==> src/rtl/lc3b_mem_responder.sv <==
// LC-3b memory responder: word array answering mem_read/mem_write; MEM_RANDOM_LATENCY_EN enables LFSR-varied latency.
// Latency: mem_resp pulses LATENCY cycles after acceptance (or min(lfsr[3:0]+1, LATENCY) with the macro).
// Backpressure: one transaction in flight; requests are only sampled in IDLE, next acceptance is the cycle after mem_resp.
module lc3b_mem_responder #(
    parameter int ADDR_BITS = 8,
    parameter int LATENCY   = 3
) (
    input  logic        clk,
    input  logic        rst,
    input  logic        mem_read,
    input  logic        mem_write,
    input  logic [1:0]  mem_byte_enable,
    input  logic [15:0] mem_address,
    input  logic [15:0] mem_wdata,
    output logic [15:0] mem_rdata,
    output logic        mem_resp
);

    localparam logic [4:0] LAT5 = 5'(LATENCY);

    typedef enum logic [1:0] {IDLE, BUSY, RESP} state_t;

    state_t                 state;
    logic [4:0]             count;
    logic                   op_write;
    logic [ADDR_BITS-1:0]   idx_q;
    logic [15:0]            wdata_q;
    logic [1:0]             be_q;
    logic [15:0]            mem [0:(1<<ADDR_BITS)-1];

    logic                   req;
    logic [ADDR_BITS-1:0]   idx_in;
    logic [4:0]             eff_lat;
    logic                   commit;
    logic                   c_write;
    logic [ADDR_BITS-1:0]   c_idx;
    logic [15:0]            c_wdata;
    logic [1:0]             c_be;
    logic                   unused_addr;

    assign req         = mem_read | mem_write;
    assign idx_in      = mem_address[ADDR_BITS:1];
    assign unused_addr = ^{mem_address[15:ADDR_BITS+1], mem_address[0]};

`ifdef MEM_RANDOM_LATENCY_EN
    logic [15:0] lfsr;
    logic [4:0]  lfsr_lat;

    assign lfsr_lat = {1'b0, lfsr[3:0]} + 5'd1;
    assign eff_lat  = (lfsr_lat < LAT5) ? lfsr_lat : LAT5;

    // Advances once per accepted request; the pre-advance value sets that request's latency.
    always_ff @(posedge clk) begin
        if (rst) begin
            lfsr <= 16'hACE1;
        end else if (state == IDLE && req) begin
            lfsr <= {lfsr[14:0], lfsr[15] ^ lfsr[13] ^ lfsr[12] ^ lfsr[10]};
        end
    end
`else
    assign eff_lat = LAT5;
`endif

    // Commit happens on the edge entering RESP; with latency 1 that is the acceptance edge itself.
    always_comb begin
        commit  = 1'b0;
        c_write = op_write;
        c_idx   = idx_q;
        c_wdata = wdata_q;
        c_be    = be_q;
        if (!rst) begin
            if (state == IDLE && req && eff_lat == 5'd1) begin
                commit  = 1'b1;
                c_write = mem_write;
                c_idx   = idx_in;
                c_wdata = mem_wdata;
                c_be    = mem_byte_enable;
            end else if (state == BUSY && count == 5'd0) begin
                commit  = 1'b1;
            end
        end
    end

    always_ff @(posedge clk) begin
        if (commit && c_write) begin
            if (c_be[0]) mem[c_idx][7:0]  <= c_wdata[7:0];
            if (c_be[1]) mem[c_idx][15:8] <= c_wdata[15:8];
        end
    end

    always_ff @(posedge clk) begin
        if (rst) begin
            state     <= IDLE;
            count     <= 5'd0;
            mem_resp  <= 1'b0;
            mem_rdata <= 16'h0000;
            op_write  <= 1'b0;
            idx_q     <= '0;
            wdata_q   <= 16'h0000;
            be_q      <= 2'b00;
        end else begin
            mem_resp <= 1'b0;
            if (commit && !c_write) begin
                mem_rdata <= mem[c_idx];
            end
            case (state)
                IDLE: begin
                    if (req) begin
                        op_write <= mem_write;
                        idx_q    <= idx_in;
                        wdata_q  <= mem_wdata;
                        be_q     <= mem_byte_enable;
                        if (eff_lat == 5'd1) begin
                            state    <= RESP;
                            mem_resp <= 1'b1;
                        end else begin
                            state <= BUSY;
                            count <= eff_lat - 5'd2;
                        end
                    end
                end
                BUSY: begin
                    if (count == 5'd0) begin
                        state    <= RESP;
                        mem_resp <= 1'b1;
                    end else begin
                        count <= count - 5'd1;
                    end
                end
                RESP:    state <= IDLE;
                default: state <= IDLE;
            endcase
        end
    end

endmodule
==> config.mk <==
export PLATFORM = sky130hd
export DESIGN_NAME = lc3b_mem_responder
export DESIGN_NICKNAME = d
export VERILOG_FILES = /design/src/rtl/lc3b_mem_responder.sv
export SDC_FILE = /design/constraint.sdc
export NUM_CORES = 2
export LEC_CHECK = 0
export CAP_MARGIN = 10
export CORE_MARGIN = 2
export CORE_UTILIZATION = 57
export CTS_BUF_LIST = sky130_fd_sc_hd__clkbuf_16
export CTS_CLUSTER_SIZE = 25
export DETAILED_ROUTE_END_ITERATION = 10
export HOLD_SLACK_MARGIN = 0.12
export PLACE_DENSITY = 0.76
export SETUP_SLACK_MARGIN = 0.02
export SLEW_MARGIN = 40
export SYNTH_ARGS = -nofsm -noshare
export SYNTH_HDL_FRONTEND = slang
export SYNTH_SLANG_ARGS = --single-unit
==> constraint.sdc <==
create_clock -name clk -period 7 [get_ports clk]
set_input_delay 1.75 -clock clk [delete_from_list [all_inputs] [get_ports clk]]
set_output_delay 1.75 -clock clk [all_outputs]
set_load 0.05 [all_outputs]
==> flow_summary.json <==
{
  "rows": 194,
  "ctsResizeCount": 0,
  "yosysSeqAreaShare_pct": 77.2,
  "place_ws_ns": 1.40,
  "grt_pass1_vias": 80700,
  "io_pins": 55,
  "required_ns": 7.52,
  "vias": 81200,
  "p_per_area_nw_per_um2": 301,
  "fin_ws_ns": 2.14,
  "viasPerCell": 6.93,
  "track_usage_pct": 29.7,
  "cp.arrival_ns": 5.38,
  "wl_per_cell_um": 36.3,
  "syn_inst": 7478,
  "cts_setup_buffers": 0,
  "drc": 0,
  "endpoint_kind": "flop",
  "start_util_pct": 57.4,
  "synth_cell_types": 76,
  "grt_pass1_wl_um": 600000,
  "wirelength_um": 425000,
  "netlist_area_um2": 161000,
  "portBuffers": 46,
  "fmax_ghz": 0.206,
  "die_w_um": 535,
  "slew_headroom_pct": 35.3,
  "die_h_um": 535,
  "clock_latency_ns": 0.94,
  "slew_viol_final": 0,
  "vdd.ir_drop.worst_mv": 0.273,
  "synth_ff_type": "edfxtp_1",
  "overflow": 0,
  "cts_num_sinks": 4147,
  "status": "finished clean",
  "h-tree-depth": 5,
  "layout_common_cells": "4096 x edfxtp_1, 1010 x mux4_2, 501 x nor2_1",
  "drt_iter0_markers": 13400,
  "drt_first_pass_iters": 6,
  "ctsLongestPathBuffers": 4,
  "cts_tree": "built",
  "reg2reg_depth": 9,
  "cp-startpoint": "count[0]",
  "min_path_type": "reg2reg",
  "syn_avg_cell_area_um2": 21.5,
  "dp.final_hpwl_um": 248000,
  "synth_edf_count": 4096,
  "syn2layout_area_growth_pct": 11.3,
  "clk_pin_slew_ns": 0.06,
  "timing.rr.end": "mem[151][8]",
  "place_area_um2": 166000,
  "fin_crit_ns": 4.86,
  "skew_ns": 0.0706,
  "globalplace.congestion": 0.853,
  "finalNetCount": 7685,
  "hp-start": "be_q[0]",
  "yosysWarnings": 0,
  "finalSetupViolations": 0,
  "antenna_found_initial": 20,
  "hold_violations": 0,
  "start_kind": "flop",
  "crit_type": "reg2reg",
  "cts_root_buffer": "clkbuf_16",
  "final_util_pct": 63.9,
  "async_reset_ff_share_pct": 0,
  "cts_buffers": 391,
  "dieArea_um2": 286000,
  "rsz0062_at_grt": "false",
  "final_area_um2": 179000,
  "ys_seq_elements": 4147,
  "ant_nets": 0,
  "leakage_nw": 55.6,
  "r2r-start": "count[0]",
  "syn_nets": 7517,
  "finalCritPeriodShare_pct": 69.4,
  "drive_gt1_share_pct": 24.5,
  "core_region_area_um2": 280000,
  "fin_setup_tns_ns": 0,
  "hold_buffers": 0,
  "rrSetupSlack_ns": 2.14,
  "final_common_cell": "edfxtp_1",
  "cap_violations": 0,
  "holdPathEnd": "be_q[0]",
  "critical_path.max_fanout": 16,
  "worstMarginPinSlew_ns": 0.966,
  "hold_depth": 2,
  "grt_max_degree": 186
}
==> synthesized netlist by cell type, types with 4 or more instances <==
cell type,n,area (µm²)
edfxtp_1,4096,123000
mux4_2,1010,22700
nor2_1,575,2160
mux2i_1,329,3290
nand2_1,212,796
clkbuf_1,174,653
buf_2,141,706
a22oi_1,124,931
a21oi_1,95,475
buf_4,68,510
dfxtp_1,51,1020
o21ai_0,49,245
nand3_1,48,240
buf_1,46,173
mux2_2,44,495
o22ai_1,37,231
buf_6,31,349
a22o_1,29,254
o221ai_1,28,245
a31oi_1,23,144
a221oi_1,22,193
o211ai_1,18,135
a211oi_1,17,128
nand4_1,17,106
nor3_1,17,85.1
nor2b_1,16,100
a2111oi_0,14,123
and3_1,12,75.1
a32oi_1,10,87.6
nand2b_1,9,56.3
nor4_1,8,50.1
inv_1,7,26.3
a211o_1,6,52.6
a311oi_1,6,52.6
and2_1,6,37.5
o31ai_1,6,45.0
or3_1,5,31.3
o2111ai_1,4,35.0
o32ai_1,4,35.0
==> logic make-up after synthesis <==
logic type / after synthesis / synth area share [%]
muxes: 1383 / 16.5
DFF: 4147 / 77.2
buffers and inverters: 473 / 1.55
xor gates and xnor gates: 2 / 0.0109
and+or+nand+nor: 948 / 2.44
AOI/OAI and AO/OA: 524 / 2.30
adders and majority gates: 1 / 0.00779
==> report_power, final <==
part / internal, mW / switching, mW
Sequential: 27.7 / 0.213
Combinational: 1.65 / 3.20
Clock: 12.0 / 9.08
Total: 41.4 / 12.5
==> state kept, by name (all words and copies together) (netlist names) <==
signal     flops
mem_resp       1
op_write       1
mem_rdata     16
state          2
wdata_q       16
idx_q          8
mem         4096
be_q           2
count          5
==> cell type report <==
cell class                 count  area (µm²)
sequential                  4147      124000
fill                       17400      101000
multi-input combinational   2858       34700
clock buffer                 400       10000
tap                         3724        4660
timing repair buffer         238        2700
clock inverter               310        2660
antenna                       23        57.6
inverter                      10        46.3
==> how the worst max path moves through the flow <==
stage,to,depth (start not counted)
floorplan,mem[0][0],0
global route,mem[151][10],9
global placement,mem[124][14],6
finish,mem[151][8],9
CTS,mem[150][8],9
detailed placement,mem[147][10],6
==> worst max-delay path, cell delays in order, from the launching register on <==
cell and delay, ns:
dfxtp_1 0.33, inv_1 0.06, ha_1 0.17, inv_1 0.06
or4_1 0.45, nor3_1 0.38, nand3_1 0.49, nor2_1 0.87
nand2_1 0.78, nor2_1 0.86
==> per-layer routing <==
| layer | share of wire [%] | global-route usage [%] | vias up |
|---|---|---|---|
| met5 | 0.029 | 0 | - |
| met4 | 5.4 | 14.6 | 20 |
| met3 | 13 | 7.77 | 1103 |
| met2 | 47 | 45.6 | 6112 |
| met1 | 34 | 40.1 | 42300 |
| li1 | - | - | 31600 |
==> metrics by stage <==
stage	hold slack [ns]	instances	total power [mW]
detailed placement	0.485	11000	33.1
global route	0.509	11700	54.9
global placement	0.479	11000	33.0
CTS	0.494	11700	53.8
finish	0.493	11700	53.9
floorplan	0.445	7478	31.3
(Power assumes the default switching activity.)
